## src/rtl/alu_pipe_param.sv

```systemverilog
// alu_pipe_param: two-stage pipelined ALU with valid/ready handshake.
// Stage 1 captures operands; stage 2 computes and registers result and flags.
module alu_pipe_param #(
    parameter int WIDTH = 32
) (
    input  logic             clk,
    input  logic             rst_n,
    input  logic             in_valid,
    output logic             in_ready,
    input  logic [WIDTH-1:0] abus,
    input  logic [WIDTH-1:0] bbus,
    input  logic [2:0]       S,
    input  logic             Cin,
    output logic             out_valid,
    input  logic             out_ready,
    output logic [WIDTH-1:0] dbus,
    output logic             Cout,
    output logic             V,
    output logic             Z,
    output logic             N
);

    logic             v1;
    logic             v2;
    logic [WIDTH-1:0] a1;
    logic [WIDTH-1:0] b1;
    logic [2:0]       s1;
    logic             c1;
    logic             adv2;
    logic             load1;
    logic             load2;

    assign adv2      = !v2 || out_ready;
    assign in_ready  = !v1 || adv2;
    assign load1     = in_valid && in_ready;
    assign load2     = v1 && adv2;
    assign out_valid = v2;

    always_ff @(posedge clk or negedge rst_n) begin
        if (!rst_n) begin
            v1 <= 1'b0;
            a1 <= '0;
            b1 <= '0;
            s1 <= '0;
            c1 <= 1'b0;
        end else begin
            if (in_ready)
                v1 <= in_valid;
            if (load1) begin
                a1 <= abus;
                b1 <= bbus;
                s1 <= S;
                c1 <= Cin;
            end
        end
    end

    logic             is_sub;
    logic             cin_e;
    logic [WIDTH-1:0] bop;
    logic [WIDTH:0]   sum;
    logic [WIDTH-1:0] low;
    logic             c_msb;
    logic             cout_a;
    logic             v_a;
    logic             lt;
    logic [7:0]       op;

    // sub and slt share the inverted-B adder path; slt forces carry-in
    assign is_sub = (s1 == 3'b011) || (s1 == 3'b111);
    assign cin_e  = (s1 == 3'b111) ? 1'b1 : c1;
    assign bop    = is_sub ? ~b1 : b1;
    assign sum    = {1'b0, a1} + {1'b0, bop}
                  + {{WIDTH{1'b0}}, cin_e};
    assign low    = {1'b0, a1[WIDTH-2:0]}
                  + {1'b0, bop[WIDTH-2:0]}
                  + {{(WIDTH-1){1'b0}}, cin_e};
    assign c_msb  = low[WIDTH-1];
    assign cout_a = sum[WIDTH];
    assign v_a    = c_msb ^ cout_a;
    assign lt     = sum[WIDTH-1] ^ v_a;
    assign op     = 8'd1 << s1;

    logic [WIDTH-1:0] r;
    logic             rc;
    logic             rv;

    always_comb begin
        r  = '0;
        rc = 1'b0;
        rv = 1'b0;
        unique case (1'b1)
            op[0]: r = a1 ^ b1;
            op[1]: r = ~(a1 ^ b1);
            op[2]: begin
                r  = sum[WIDTH-1:0];
                rc = cout_a;
                rv = v_a;
            end
            op[3]: begin
                r  = sum[WIDTH-1:0];
                rc = cout_a;
                rv = v_a;
            end
            op[4]: r = a1 | b1;
            op[5]: r = ~(a1 | b1);
            op[6]: r = a1 & b1;
            op[7]: r = {{(WIDTH-1){1'b0}}, lt};
            default: r = 'x;
        endcase
    end

    always_ff @(posedge clk or negedge rst_n) begin
        if (!rst_n) begin
            v2   <= 1'b0;
            dbus <= '0;
            Cout <= 1'b0;
            V    <= 1'b0;
            Z    <= 1'b0;
            N    <= 1'b0;
        end else begin
            if (adv2)
                v2 <= v1;
            if (load2) begin
                dbus <= r;
                Cout <= rc;
                V    <= rv;
                Z    <= (r == '0);
                N    <= r[WIDTH-1];
            end
        end
    end

endmodule

```

## config.mk

```make
export PLATFORM = sky130hd
export DESIGN_NAME = alu_pipe_param
export DESIGN_NICKNAME = d
export VERILOG_FILES = /design/src/rtl/alu_pipe_param.sv
export SDC_FILE = /design/constraint.sdc
export NUM_CORES = 1
export LEC_CHECK = 0
export BUFFER_PORTS_ARGS = -buffer_cell sky130_fd_sc_hd__buf_2
export CAP_MARGIN = 15
export CORE_ASPECT_RATIO = 2
export CORE_MARGIN = 2
export CORE_UTILIZATION = 50
export CTS_CLUSTER_DIAMETER = 80
export DETAILED_ROUTE_END_ITERATION = 10
export HOLD_SLACK_MARGIN = 0.12
export PLACE_DENSITY = 0.83
export REMOVE_ABC_BUFFERS = 1
export SETUP_SLACK_MARGIN = 0.4
export SLEW_MARGIN = 20
export SYNTH_ARGS = -nofsm -noshare
export SYNTH_HDL_FRONTEND = slang
export SYNTH_SLANG_ARGS = --single-unit
```

## constraint.sdc

```tcl
create_clock -name clk -period 7.4 [get_ports clk]
set_input_delay 0.37 -clock clk [delete_from_list [all_inputs] [get_ports clk]]
set_output_delay 0.37 -clock clk [all_outputs]
set_load 0.02 [all_outputs]
```

---- After elaboration in Yosys (flattened, before gate mapping) ----
Index checks and enable logic that the tools add are counted.
word-level totals
  bits in registers ....................... 106
operators by class
  bitwise gates (word level) .............. 8
  shift-type cells ........................ 1
  multiplexer cells ....................... 5
  reduce and logical (&&, ||, !) cells .... 9
  add/sub/neg operators ................... 4
  equal/unequal tests ..................... 2
operators with widths
  cell                                                 count
  one-hot mux 32 bit (7 select lines)                  1
  inverter 32 bit                                      3
  adder 32 x 32 -> 33 bit                              1
  adder 33 x 1 -> 33 bit                               1
  adder 31 x 31 -> 32 bit                              1
  adder 32 x 1 -> 32 bit                               1
  AND 32 bit                                           1
  logical NOT 32 bit                                   1
  2-to-1 mux 32 bit                                    1
  OR 32 bit                                            1
  bitwise XOR 32 bit                                   1
  left shift 1 x 3 -> 8 bit, first input constant      1
  equality test 3 x 2 -> 1 bit, second input constant  1
  equality test 3 bit, second input constant           1
  logical OR 1 bit                                     3
  2-to-1 mux 1 bit                                     3
  logical AND 1 bit                                    2
  logical NOT 1 bit                                    2
  OR reduction 2 bit                                   1
  bitwise XOR 1 bit                                    2

---- Depth between registers and ports, before layout ----
  depth in word-level cells ............... 9
  mapped depth ............................ 19

---- Worst setup path after synthesis ----
No wires, ideal clock.
  kind .................................... flip-flop to flip-flop
  from .................................... register s1[0]
  to ...................................... register Z
  arrival time ............................ 4.739 ns
  period minus slack after synthesis ...... 4.843 ns
  path buffers ............................ 5
  slack ................................... 2.557 ns
  required time ........................... 7.297 ns
  cell stages (with the launch flop) ...... 20
  path through ............................ dfrtp_1 > buf_2 > buf_2 > buf_2 > buf_2 > nand2_1 > buf_1 > xnor2_1 > fa_1 > fa_1 > a21o_1 > a221o_1 > a21oi_4 > o21ai_2 > xor2_1 > a221oi_2 > nand4_1 > nor4_1 > nand4_1 > o41ai_2
on the way
  longest elaborated chain between the ends .. 9
  elaborated cells between the ends (all ways) .. 15
  classes of those cells .................. 4 x add/sub; 2 x eq/ne; 1 x shift; 3 x mux; 2 x bitwise; 3 x reduce/logical
ends and longest elaborated chain
  what                                                                        line    source
  start, declared                                                             27      logic [2:0] s1;
  start signal, assigned                                                      44      s1 <= '0;
  start signal, assigned                                                      52      s1 <= S;
  equality test 3 x 2 -> 1 bit / equality test 3 bit (equally long branches)  70, 71
  logical OR 1 bit                                                            70      assign is_sub = (s1 == 3'b011) || (s1 == 3'b111);
  2-to-1 mux 32 bit                                                           72      assign bop = is_sub ? ~b1 : b1;
  adder 32 x 32 -> 33 bit / adder 31 x 31 -> 32 bit (equally long branches)   73, 76
  adder 33 x 1 -> 33 bit / adder 32 x 1 -> 32 bit (equally long branches)     74, 77
  bitwise XOR 1 bit                                                           80      assign v_a = c_msb ^ cout_a;
  bitwise XOR 1 bit                                                           81      assign lt = sum[WIDTH-1] ^ v_a;
  one-hot mux 32 bit (7 select lines) *                                       92      unique case (1'b1)
  logical NOT 32 bit *                                                        128     Z <= (r == '0);
  end signal, assigned                                                        128
  end, declared                                                               19      output logic Z,
Mark *: on every way between the ends. The rest lies on a longest branch, timed or not.
A chain may end at the register's enable or synchronous reset.

---- Worst setup path in the final report ----
  from .................................... register s1[1]
  to ...................................... register Z
Same word-level chain as after synthesis.

==> impl_metrics.env <==
export IMPL_synth_top_family_by_area="compound AO/OA/AOI/OAI gates"
export IMPL_crit_path_end_kind="flip-flop"
export IMPL_area_delta_synth_final_pct=11.8
export IMPL_pin_count=110
export IMPL_fin_ws_ps=2350
export IMPL_synth_edf_count=0
export IMPL_hpwl_um=16400
export IMPL_status="complete, no violations"
export IMPL_drive_gt1_share_pct=22.0
export IMPL_vias_per_cell=5.84
export IMPL_synth_compound_area_share_pct=17.5
export IMPL_synth_seq_cells=105
export IMPL_min_from="in_valid"
export IMPL_fin_setup_tns_ps=0
export IMPL_power_mw=2.99
export IMPL_clock_sinks=105
export IMPL_seqCellArea_um2=2630
export IMPL_relSlewSlack_pct=37.7
export IMPL_ys_flop_type="dfrtp_1"
export IMPL_final_min_clock_period_ps=5050
export IMPL_r2r_start="s1[1]"
export IMPL_hold_path_class="input port to flip-flop"
export IMPL_worst_pin_slew_ps=935
export IMPL_avgSynthCellArea_um2=9.09
export IMPL_arrival_ps=5310
export IMPL_pre_cts_ws_ps=2410
export IMPL_final_cell_area_um2=9490
export IMPL_via_count=7157
export IMPL_die_y_um=188
export IMPL_synthTopCellsByArea="dfrtp_1 (31%), ha_1 (14%), mux2_2 (9.6%)"
export IMPL_initialDrtViolationCount=336
export IMPL_grt_pass1_vias=7346
export IMPL_antenna_found_initial=0
export IMPL_wl_per_cell_um=18.1
export IMPL_yosys_warnings=0
export IMPL_drc=0
export IMPL_max_freq_ghz=0.198
export IMPL_clk_pin_slew_ps=70
export IMPL_synth_adder_area_share_pct=14.5
export IMPL_htree_levels=3
export IMPL_netlist_cell_type_count=65
export IMPL_netlist_area_leader_share_pct=31.0
export IMPL_post_cts_setup_buffer_count=0
export IMPL_timing_final_crit_share_pct=68.3
export IMPL_ys_seq_area_share_pct=31.0
export IMPL_grt_pass1_wl_um=35600
export IMPL_postSynth_asyncResetShare_pct=100
export IMPL_final_nets=1183
export IMPL_slew_viol_final=0
export IMPL_finalWeightedCongestion=0.927
export IMPL_grtUsageTotal_pct=25.3
export IMPL_start_util_pct=50.9
export IMPL_peakVddDrop_mv=0.126
export IMPL_crit_end="Z"
export IMPL_synth_simple_area_share_pct=12.4
export IMPL_synthTopCellsByCount="dfrtp_1 (105), ha_1 (95), nand2_1 (95), inv_1 (72), mux2_2 (72)"
export IMPL_n_fill_cell=1493
export IMPL_clockBufferDepth=2
export IMPL_numCtsBuffers=9
export IMPL_crit_fanout=41
export IMPL_gr_total_overflow=0
export IMPL_drt_total_wl_um=22100
export IMPL_core_um2=16700
export IMPL_synthMuxAreaShare_pct=10.1
export IMPL_rsz0062_at_grt="no"
export IMPL_rows=67
export IMPL_cap_violations=0
export IMPL_finalSetupViolCount=0
export IMPL_critPathLaunch="s1[1]"
export IMPL_whs_ps=220
export IMPL_clkLatencyLatePin_ps=360
export IMPL_multi_input_area_um2=5380
export IMPL_place_area_um2=9170
export IMPL_clock_skew_ps=11.8
export IMPL_r2r_setup_slack_ps=2350
export IMPL_netlist_area_um2=8490
export IMPL_cts_root_buf="clkbuf_16"
export IMPL_port_buffers=109
export IMPL_power_density_nw_per_um2=315
export IMPL_hold_violations=0
export IMPL_antenna_cells=0
export IMPL_cts_tree="yes"
export IMPL_reg2reg_to="Z"
export IMPL_required_ps=7660
export IMPL_path_class="flip-flop to flip-flop"
export IMPL_drtAntennaViolNets=0
export IMPL_synth_most_common_cell="dfrtp_1"
export IMPL_synth_xor_area_share_pct=8.77
export IMPL_ff2ff_path_depth=15
export IMPL_firstDrtPassIters=4
export IMPL_postSynthCellCount=934
export IMPL_startpoint_type="flip-flop"
export IMPL_die_area_um2=18100
export IMPL_grt_max_degree=69
export IMPL_die_x_um=96.1
export IMPL_cellLeakagePower_nw=4.50
export IMPL_synth_largest_area_cell="dfrtp_1"
power by group:
| part | total [mW] | switching, mW | internal [mW] |
|---|---|---|---|
| Combinational | 1.64 | 0.986 | 0.658 |
| Clock | 0.508 | 0.231 | 0.277 |
| Sequential | 0.837 | 0.128 | 0.708 |
| Total | 2.99 | 1.35 | 1.64 |
worst max-delay path, stage by stage (launching register included):
cell     delay, ps
dfrtp_1        320
buf_4          410
nand2_2        430
xnor2_1        260
fa_1           470
fa_1           430
a21o_1         240
a221o_1        410
a21oi_4        220
o21ai_2        180
a21oi_2        230
mux2i_1        370
nand4_1        160
nor4_1         320
nand4_1        250
o41ai_2        240
cell families after synthesis:
| logic type | after synthesis |
|---|---|
| muxes | 77 |
| adders and majority gates | 97 |
| DFF | 105 |
| AOI/OAI and AO/OA | 222 |
| xor gates and xnor gates | 85 |
| and+or+nand+nor | 223 |
| buffers and inverters | 125 |
layout by cell type (no fill, tap or decap), types with 7 or more instances in the layout:
cell / Yosys / final
clkbuf_16: 0 / 9
xor2_1: 15 / 15
nor3_1: 8 / 8
a211oi_1: 11 / 11
buf_2: 11 / 108
inv_1: 72 / 72
nand3_1: 12 / 12
buf_4: 1 / 12
o31ai_1: 8 / 8
ha_1: 95 / 95
a21o_1: 11 / 11
o21ai_0: 62 / 62
nor2b_1: 7 / 7
and3_1: 9 / 9
xnor2_1: 70 / 70
dfrtp_1: 105 / 104
a221oi_1: 9 / 9
nand2_1: 95 / 93
mux2_2: 72 / 72
nand4_1: 9 / 9
nand2b_1: 13 / 13
a21oi_1: 50 / 50
nor2_1: 43 / 43
o211ai_1: 8 / 8
a31oi_1: 8 / 8
metal layers:
| layer | GRT usage [%] | up-vias | part of all wire [%] | wire length, µm |
|---|---|---|---|---|
| met4 | 13.4 | 0 | 4.7 | 1050 |
| met2 | 48.0 | 208 | 56 | 12400 |
| met3 | 2.60 | 69 | 3.5 | 780 |
| li1 | - | 3428 | - | - |
| met5 | 0 | - | 0 | 0 |
| met1 | 25.7 | 3452 | 36 | 7890 |
stage by stage:
step           cells  util (%)
2_1_floorplan    882         -
6_report        1226      56.9
5_1_grt         1226      56.9
3_3_place_gp    1209      55.0
4_1_cts         1226      56.9
3_5_place_dp    1209      55.0
flip-flops by register name, summed over array words and instances, names as in the netlist:
signal and flops:
s1 3, b1 32, c1 1, out_valid 1
dbus 32, a1 32, v1 1, V 1
Cout 1, Z 1
area by class of cell:
type	count	area share (%)
well taps	207	2.73
inverters	73	2.89
repair buffers	121	6.75
clock buffers	10	2.52
flip-flops and latches	105	27.7
clock inverters	6	0.764
multi-input cells	704	56.7
what timing repair did:
item / in CTS / in global routing
gates resized for setup: 0 / 0
hold buffers: 1 / 0
endpoints found under the hold margin: 52 / 0
how the worst min path moves through the flow:
stage | to | depth (start not counted)
after global routing | b1[26] | 2
after floorplan | Cout | 0
after global placement | a1[7] | 1
after detailed placement | a1[7] | 1
after CTS | v1 | 2
final | v1 | 2
Note: power is estimated with default switching activity, not from simulation.
